**src/rtl/boss_sprite_controller.sv**
```systemverilog
`default_nettype none
`timescale 1ns/1ps
// ============================================================================
// Module      : boss_sprite_controller
// Description : Boss sprite sequencer for the Space Invaders VGA datapath.
//               Drives the sprite top-left position, gates visibility for
//               hit/death blinking, tracks hit points and issues periodic
//               fire requests. All motion advances once per frame tick.
// Revision    : 1.0 - initial release
// ============================================================================
module boss_sprite_controller #(
    parameter int OBJECT_WIDTH = 32,
    parameter int X_MIN        = 0,
    parameter int X_MAX        = 639,
    parameter int START_X      = 304,
    parameter int START_Y      = 0,
    parameter int PATROL_Y     = 48,
    parameter int SPEED        = 2,
    parameter int HP_INIT      = 8,
    parameter int HIT_FRAMES   = 16,
    parameter int DEATH_FRAMES = 64,
    parameter int FIRE_PERIOD  = 45
) (
    input  logic        clk,
    input  logic        reset,
    input  logic        startOfFrame,
    input  logic        bossStart,
    input  logic        hitPulse,
    output logic [10:0] topLeftX,
    output logic [10:0] topLeftY,
    output logic        bossVisible,
    output logic        bossActive,
    output logic        fireRequest,
    output logic [10:0] fireX,
    output logic [10:0] fireY,
    output logic [3:0]  hpLeft,
    output logic        bossDefeated
);

    // State encoding
    localparam logic [2:0] c_ST_IDLE   = 3'd0;
    localparam logic [2:0] c_ST_ENTER  = 3'd1;
    localparam logic [2:0] c_ST_PATROL = 3'd2;
    localparam logic [2:0] c_ST_HIT    = 3'd3;
    localparam logic [2:0] c_ST_DYING  = 3'd4;
    localparam logic [2:0] c_ST_DEAD   = 3'd5;

    // Geometry and timing constants, pre-sized to the datapath widths
    localparam logic [10:0] c_X_RIGHT    = 11'(X_MAX - OBJECT_WIDTH + 1);
    localparam logic [10:0] c_X_MIN      = 11'(X_MIN);
    localparam logic [10:0] c_SPEED      = 11'(SPEED);
    localparam logic [10:0] c_START_X    = 11'(START_X);
    localparam logic [10:0] c_START_Y    = 11'(START_Y);
    localparam logic [10:0] c_PATROL_Y   = 11'(PATROL_Y);
    localparam logic [10:0] c_HALF_W     = 11'(OBJECT_WIDTH / 2);
    localparam logic [10:0] c_FIRE_Y_OFS = 11'd32;
    localparam logic [3:0]  c_HP_INIT    = 4'(HP_INIT);
    localparam logic [7:0]  c_HIT_LAST   = 8'(HIT_FRAMES - 1);
    localparam logic [7:0]  c_DEATH_LAST = 8'(DEATH_FRAMES - 1);
    localparam logic [7:0]  c_FIRE_LAST  = 8'(FIRE_PERIOD - 1);

    // Registered state
    logic [2:0]  r_state;
    logic [10:0] r_x;
    logic [10:0] r_y;
    logic        r_dir_left;
    logic [3:0]  r_hp;
    logic [7:0]  r_frame_cnt;
    logic [7:0]  r_fire_cnt;
    logic        r_hit_d;
    logic        r_visible;
    logic        r_active;
    logic        r_fire_req;
    logic [10:0] r_fire_x;
    logic [10:0] r_fire_y;
    logic        r_defeated;

    // Next-value wires
    logic [2:0]  w_state_next;
    logic [10:0] w_x_next;
    logic [10:0] w_y_next;
    logic        w_dir_left_next;
    logic [3:0]  w_hp_next;
    logic [7:0]  w_frame_cnt_next;
    logic [7:0]  w_fire_cnt_next;
    logic        w_fire_due;
    logic        w_fire_req_next;
    logic [10:0] w_fire_x_next;
    logic [10:0] w_fire_y_next;
    logic        w_visible_next;
    logic        w_active_next;
    logic        w_defeated_next;
    logic        w_hit_edge;
    logic        w_tick;

    // A long collision pulse counts once: only its first clk is a hit
    assign w_hit_edge = hitPulse & ~r_hit_d;
    assign w_tick     = startOfFrame;

    // State register
    always_ff @(posedge clk) begin
        if (reset) begin
            r_state <= c_ST_IDLE;
        end else begin
            r_state <= w_state_next;
        end
    end

    // Next-state decode
    always_comb begin
        w_state_next = r_state;
        case (r_state)
            c_ST_IDLE, c_ST_DEAD: begin
                if (bossStart) begin
                    w_state_next = c_ST_ENTER;
                end
            end
            c_ST_ENTER: begin
                if (w_tick && (r_y + 11'd1 == c_PATROL_Y)) begin
                    w_state_next = c_ST_PATROL;
                end
            end
            c_ST_PATROL: begin
                if (w_hit_edge) begin
                    w_state_next = (r_hp == 4'd1) ? c_ST_DYING : c_ST_HIT;
                end
            end
            c_ST_HIT: begin
                if (w_tick && (r_frame_cnt == c_HIT_LAST)) begin
                    w_state_next = c_ST_PATROL;
                end
            end
            c_ST_DYING: begin
                if (w_tick && (r_frame_cnt == c_DEATH_LAST)) begin
                    w_state_next = c_ST_DEAD;
                end
            end
            default: w_state_next = c_ST_IDLE;
        endcase
    end

    // Datapath and output next values
    always_comb begin
        w_x_next         = r_x;
        w_y_next         = r_y;
        w_dir_left_next  = r_dir_left;
        w_hp_next        = r_hp;
        w_frame_cnt_next = r_frame_cnt;
        w_fire_cnt_next  = r_fire_cnt;
        w_fire_due       = 1'b0;
        w_fire_x_next    = r_fire_x;
        w_fire_y_next    = r_fire_y;
        w_defeated_next  = 1'b0;

        case (r_state)
            c_ST_IDLE, c_ST_DEAD: begin
                if (bossStart) begin
                    w_x_next         = c_START_X;
                    w_y_next         = c_START_Y;
                    w_dir_left_next  = 1'b0;
                    w_hp_next        = c_HP_INIT;
                    w_frame_cnt_next = 8'd0;
                    w_fire_cnt_next  = 8'd0;
                end
            end
            c_ST_ENTER: begin
                if (w_tick) begin
                    if (r_y + 11'd1 == c_PATROL_Y) begin
                        w_y_next        = c_PATROL_Y;
                        w_fire_cnt_next = 8'd0;
                    end else begin
                        w_y_next = r_y + 11'd1;
                    end
                end
            end
            c_ST_PATROL, c_ST_HIT: begin
                if (w_tick) begin
                    // Clamp to the bound and reverse on the same tick
                    if (!r_dir_left) begin
                        if (r_x + c_SPEED >= c_X_RIGHT) begin
                            w_x_next        = c_X_RIGHT;
                            w_dir_left_next = 1'b1;
                        end else begin
                            w_x_next = r_x + c_SPEED;
                        end
                    end else begin
                        if (r_x <= c_X_MIN + c_SPEED) begin
                            w_x_next        = c_X_MIN;
                            w_dir_left_next = 1'b0;
                        end else begin
                            w_x_next = r_x - c_SPEED;
                        end
                    end
                    if (r_fire_cnt == c_FIRE_LAST) begin
                        w_fire_cnt_next = 8'd0;
                        w_fire_due      = 1'b1;
                    end else begin
                        w_fire_cnt_next = r_fire_cnt + 8'd1;
                    end
                    if (r_state == c_ST_HIT) begin
                        w_frame_cnt_next = (r_frame_cnt == c_HIT_LAST) ? 8'd0 : r_frame_cnt + 8'd1;
                    end
                end
                // A hit on a tick clk still lets the movement step above apply
                if ((r_state == c_ST_PATROL) && w_hit_edge) begin
                    w_hp_next        = r_hp - 4'd1;
                    w_frame_cnt_next = 8'd0;
                end
            end
            c_ST_DYING: begin
                if (w_tick) begin
                    if (r_frame_cnt == c_DEATH_LAST) begin
                        w_frame_cnt_next = 8'd0;
                        w_defeated_next  = 1'b1;
                    end else begin
                        w_frame_cnt_next = r_frame_cnt + 8'd1;
                    end
                end
            end
            default: ;
        endcase

        // A fire falling on a clk that leaves PATROL/HIT is dropped
        w_fire_req_next = w_fire_due &&
                          ((w_state_next == c_ST_PATROL) || (w_state_next == c_ST_HIT));
        if (w_fire_req_next) begin
            w_fire_x_next = w_x_next + c_HALF_W;
            w_fire_y_next = w_y_next + c_FIRE_Y_OFS;
        end

        // Visibility follows the state and blink counter the sprite will show
        case (w_state_next)
            c_ST_ENTER, c_ST_PATROL: w_visible_next = 1'b1;
            c_ST_HIT:                w_visible_next = ~w_frame_cnt_next[2];
            c_ST_DYING:              w_visible_next = ~w_frame_cnt_next[1];
            default:                 w_visible_next = 1'b0;
        endcase

        w_active_next = (w_state_next == c_ST_ENTER)  || (w_state_next == c_ST_PATROL) ||
                        (w_state_next == c_ST_HIT)    || (w_state_next == c_ST_DYING);
    end

    // Datapath and output registers
    always_ff @(posedge clk) begin
        if (reset) begin
            r_x         <= c_START_X;
            r_y         <= c_START_Y;
            r_dir_left  <= 1'b0;
            r_hp        <= 4'd0;
            r_frame_cnt <= 8'd0;
            r_fire_cnt  <= 8'd0;
            r_hit_d     <= 1'b0;
            r_visible   <= 1'b0;
            r_active    <= 1'b0;
            r_fire_req  <= 1'b0;
            r_fire_x    <= 11'd0;
            r_fire_y    <= 11'd0;
            r_defeated  <= 1'b0;
        end else begin
            r_x         <= w_x_next;
            r_y         <= w_y_next;
            r_dir_left  <= w_dir_left_next;
            r_hp        <= w_hp_next;
            r_frame_cnt <= w_frame_cnt_next;
            r_fire_cnt  <= w_fire_cnt_next;
            r_hit_d     <= hitPulse;
            r_visible   <= w_visible_next;
            r_active    <= w_active_next;
            r_fire_req  <= w_fire_req_next;
            r_fire_x    <= w_fire_x_next;
            r_fire_y    <= w_fire_y_next;
            r_defeated  <= w_defeated_next;
        end
    end

    assign topLeftX     = r_x;
    assign topLeftY     = r_y;
    assign bossVisible  = r_visible;
    assign bossActive   = r_active;
    assign fireRequest  = r_fire_req;
    assign fireX        = r_fire_x;
    assign fireY        = r_fire_y;
    assign hpLeft       = r_hp;
    assign bossDefeated = r_defeated;

endmodule
`default_nettype wire

```
**config.mk**
```make
export PLATFORM = sky130hd
export DESIGN_NAME = boss_sprite_controller
export DESIGN_NICKNAME = d
export VERILOG_FILES = /design/src/rtl/boss_sprite_controller.sv
export SDC_FILE = /design/constraint.sdc
export NUM_CORES = 1
export LEC_CHECK = 0
export BUFFER_PORTS_ARGS = -buffer_cell sky130_fd_sc_hd__buf_2
export CORE_MARGIN = 8
export CORE_UTILIZATION = 59
export DETAILED_ROUTE_END_ITERATION = 8
export GPL_TIMING_DRIVEN = 0
export MAX_ROUTING_LAYER = met4
export PLACE_DENSITY = 0.81
export SLEW_MARGIN = 20
export SYNTH_ARGS = -nofsm -noshare
export SYNTH_HDL_FRONTEND = slang
export SYNTH_SLANG_ARGS = --single-unit
```
**constraint.sdc**
```tcl
create_clock -name clk -period 3.9 [get_ports clk]
set_input_delay 0.195 -clock clk [delete_from_list [all_inputs] [get_ports clk]]
set_output_delay 0.195 -clock clk [all_outputs]
set_load 0.05 [all_outputs]
```
==> reports/metrics.csv <==
metric;value;unit
outcome;complete, no violations;
endpoints failing hold;0;
GR Overflow Total;0;
Pwr Total;1526;uW
pwr/cell area;297.0;nW/um^2
Detail Route Antenna Nets;0;
Worst EP required;4.20;ns
initial antenna violation count;0;
startpoint types;register;
share of cells above drive strength 1;14.11;%
crit-path max cell delay;0.72;ns
# port buffers;55;
largest net degree at the start of global routing;14;
number of synthesized flops with an enable pin;0;
antenna cells;0;
CTS tree;done;
hold endpoint;r_hit_d;
vias in the first global route;4477;
Critical Path AT;3.92;ns
placer's final routability congestion estimate;0.9299;
Lkg Pwr;0.002035;uW
minimum clock period;3.623;ns
Die X;103.6;microns
CTS Buffer Depth;2;
vias per cell;6.264;
cells after synthesis;588;
critical path endpoint category;register;
CTS Hold Bufs;0;
drt initial violations;338;
R2R Path End;fireX[6];
synth top area cells;dfxtp_1 (32%), a21oi_1 (5.2%), nor2_1 (5.0%), nand2_1 (4.8%), ha_1 (3.0%);
r2r worst-path depth;11;
Clock Latency Late Sink;0.37;ns
first drt pass iteration count;5;
Clock Skew;0.01145;ns
FF-to-FF Start;topLeftX[1];
Final setup viols;0;
Critical Path, Cell by Cell;ha_1 > nand3_1 > o41ai_2 > a21o_1 > o32a_1 > inv_1 > ha_1 > inv_1 > o32ai_1 > a311o_1 > a21oi_1;
GRT Util Overall;24.83;%
Unique masters post-synth;75;
Worst VDD drop;0.2534;mV
CP bufs+invs;2;
Post-Syn Area;4529;sq um
most frequent cells in the layout;dfxtp_1 (73), nor2_1 (60), buf_2 (60);
Syn. warnings;0;
sequential cell area fraction in the yosys report;32.27;%
flop and latch count out of synthesis;73;
Clock transition at path regs;0.08;ns
max-cap viol count;0;
via count;4767;
Hold Path Stages;2;
P&R area growth vs syn;13.40;%
RSZ-0062 raised after global routing;no;
DRC viols;0;
IO Count;57;
setup TNS;0;ns
Setup CP Type;reg -> reg;
Synth async-reset ratio;0;%
post-synthesis mux area share;1.133;%
clock sinks;73;
xor/xnor cell area share of the yosys netlist;3.481;%
root buf cell;clkbuf_8;
first-pass GRT wire length;21.83;mm
Hold Startpoint;hitPulse;
dpl hpwl;9.725;mm
Die Span Y;103.6;microns
final worst path period share;92.90;%
post_cts resized;0;
Slew Viols, Final;0;
syn_area_per_cell;7.703;sq um
Post-Synth Adder-Cell Area;3.260;%
Placeable Area;7567;sq um
Synth Area in Compound Gates;24.42;%
drt wl/cell;17.38;microns
Final #Nets;670;
Initial Utilization;59.85;%
cell taking the most area after synthesis;dfxtp_1;
worst-path fanout max;10;
Top FF cell, synth;dfxtp_1;
cts bufs inserted;9;
net count after synthesis;604;
Max Clock Freq;276.0;MHz
Crit path max-delay family;compound AO/OA/AOI/OAI gates;
largest family of logic cells by synthesized area;simple AND/OR/NAND/NOR gates;
hold crit path type;in -> reg;
share of the synthesized area in the top cell type;32.27;%
reg2reg setup slack;0.28;ns
leading cell type in the layout, fill and taps excluded;dfxtp_1;
final WL;13.23;mm
H-Tree Depth;3;
Crit-path slowest cell;o41ai_2;
worst-margin pin slew;1.016;ns
FP Rows;32;
Die ar.;10740;sq um
post-CTS setup buffers;0;
Synth Area in Simple Gates;29.75;%
max_slew headroom;31.19;%
## metrics by stage
step	instances	worst slack, ns	cell area [sq um]	hold WS [ns]	utilization [%]
floorplan	588	0.5509	4529	0.3232	-
global placement	745	0.3904	4932	0.4338	65.18
detailed placement	745	0.3904	4932	0.4436	65.18
CTS	761	0.3846	5136	0.06185	67.87
global route	761	0.03277	5136	0.09253	67.87
finish	761	0.2769	5136	0.06860	67.87
## registers in the layout, indices dropped and copies added, names as in the netlist
register,cells
r_hit_d,1
r_frame_cnt,8
r_fire_cnt,8
topLeftX,11
r_dir_left,1
fireRequest,1
bossDefeated,1
r_state,3
hpLeft,4
bossVisible,1
bossActive,1
fireY,11
fireX,11
topLeftY,11
## Yosys cell counts (4+ instances only)
master / instances
nand4_1: 8
and2_1: 7
ha_1: 11
nor4_1: 5
nand3b_1: 8
buf_2: 5
a31oi_1: 7
nand3_1: 22
or4_1: 9
nor2_1: 60
nor3_1: 16
mux2i_1: 4
o22ai_1: 4
a41oi_1: 6
a21oi_1: 47
a211oi_1: 14
o21ai_0: 21
nor2b_1: 13
o21a_1: 5
xnor2_1: 8
nand2b_1: 7
a21o_1: 5
and3b_1: 4
o211ai_1: 4
and3_1: 10
nor3b_1: 7
clkbuf_1: 30
xor2_1: 10
o31ai_1: 10
dfxtp_1: 73
nand2_1: 58
inv_1: 23
## power by group
part           switching [uW]  internal [uW]  total [uW]
combinational            96.2           39.8         136
clock                     313            315         628
sequential               8.00            754         762
## metal layers
metal	routed length, microns	vias up	GRT usage, %
met2	6099	214	38.36
met1	5685	2229	29.77
met3	1043	31	5.452
met5	0	-	-
li1	-	2293	-
met4	401	0	12.70
## kinds of logic (layout without fill, tap and decap cells)
logic type / after synthesis / in the layout
and+or+nand+nor: 255 / 255
AOI/OAI and AO/OA: 162 / 162
DFF: 73 / 73
buffers and inverters: 63 / 134
xor gates and xnor gates: 18 / 18
adders and majority gates: 12 / 12
muxes: 5 / 5
## worst max-delay path by stage
stage,startpoint,to,slack (ns),cells past startpoint
final,topLeftX[1],fireX[6],0.28,11
after global routing,topLeftX[1],fireX[8],0.03,12
after CTS,topLeftX[1],fireX[8],0.38,12
after detailed placement,topLeftX[1],fireX[8],0.39,12
after global placement,topLeftX[1],fireX[8],0.39,12
after floorplan,topLeftX[1],fireX[8],0.55,12
## cell type report
class	count	area, sq um
Tap cell	102	127.6
Clock inverter	6	66.31
Fill cell	616	2431
Inverter	23	86.33
Multi-Input combinational cell	452	2810
Timing Repair Buffer	55	275.3
Sequential cell	73	1461
Clock buffer	10	137.6
Buffer	40	171.4
Note: power is estimated with default switching activity, not from simulation.
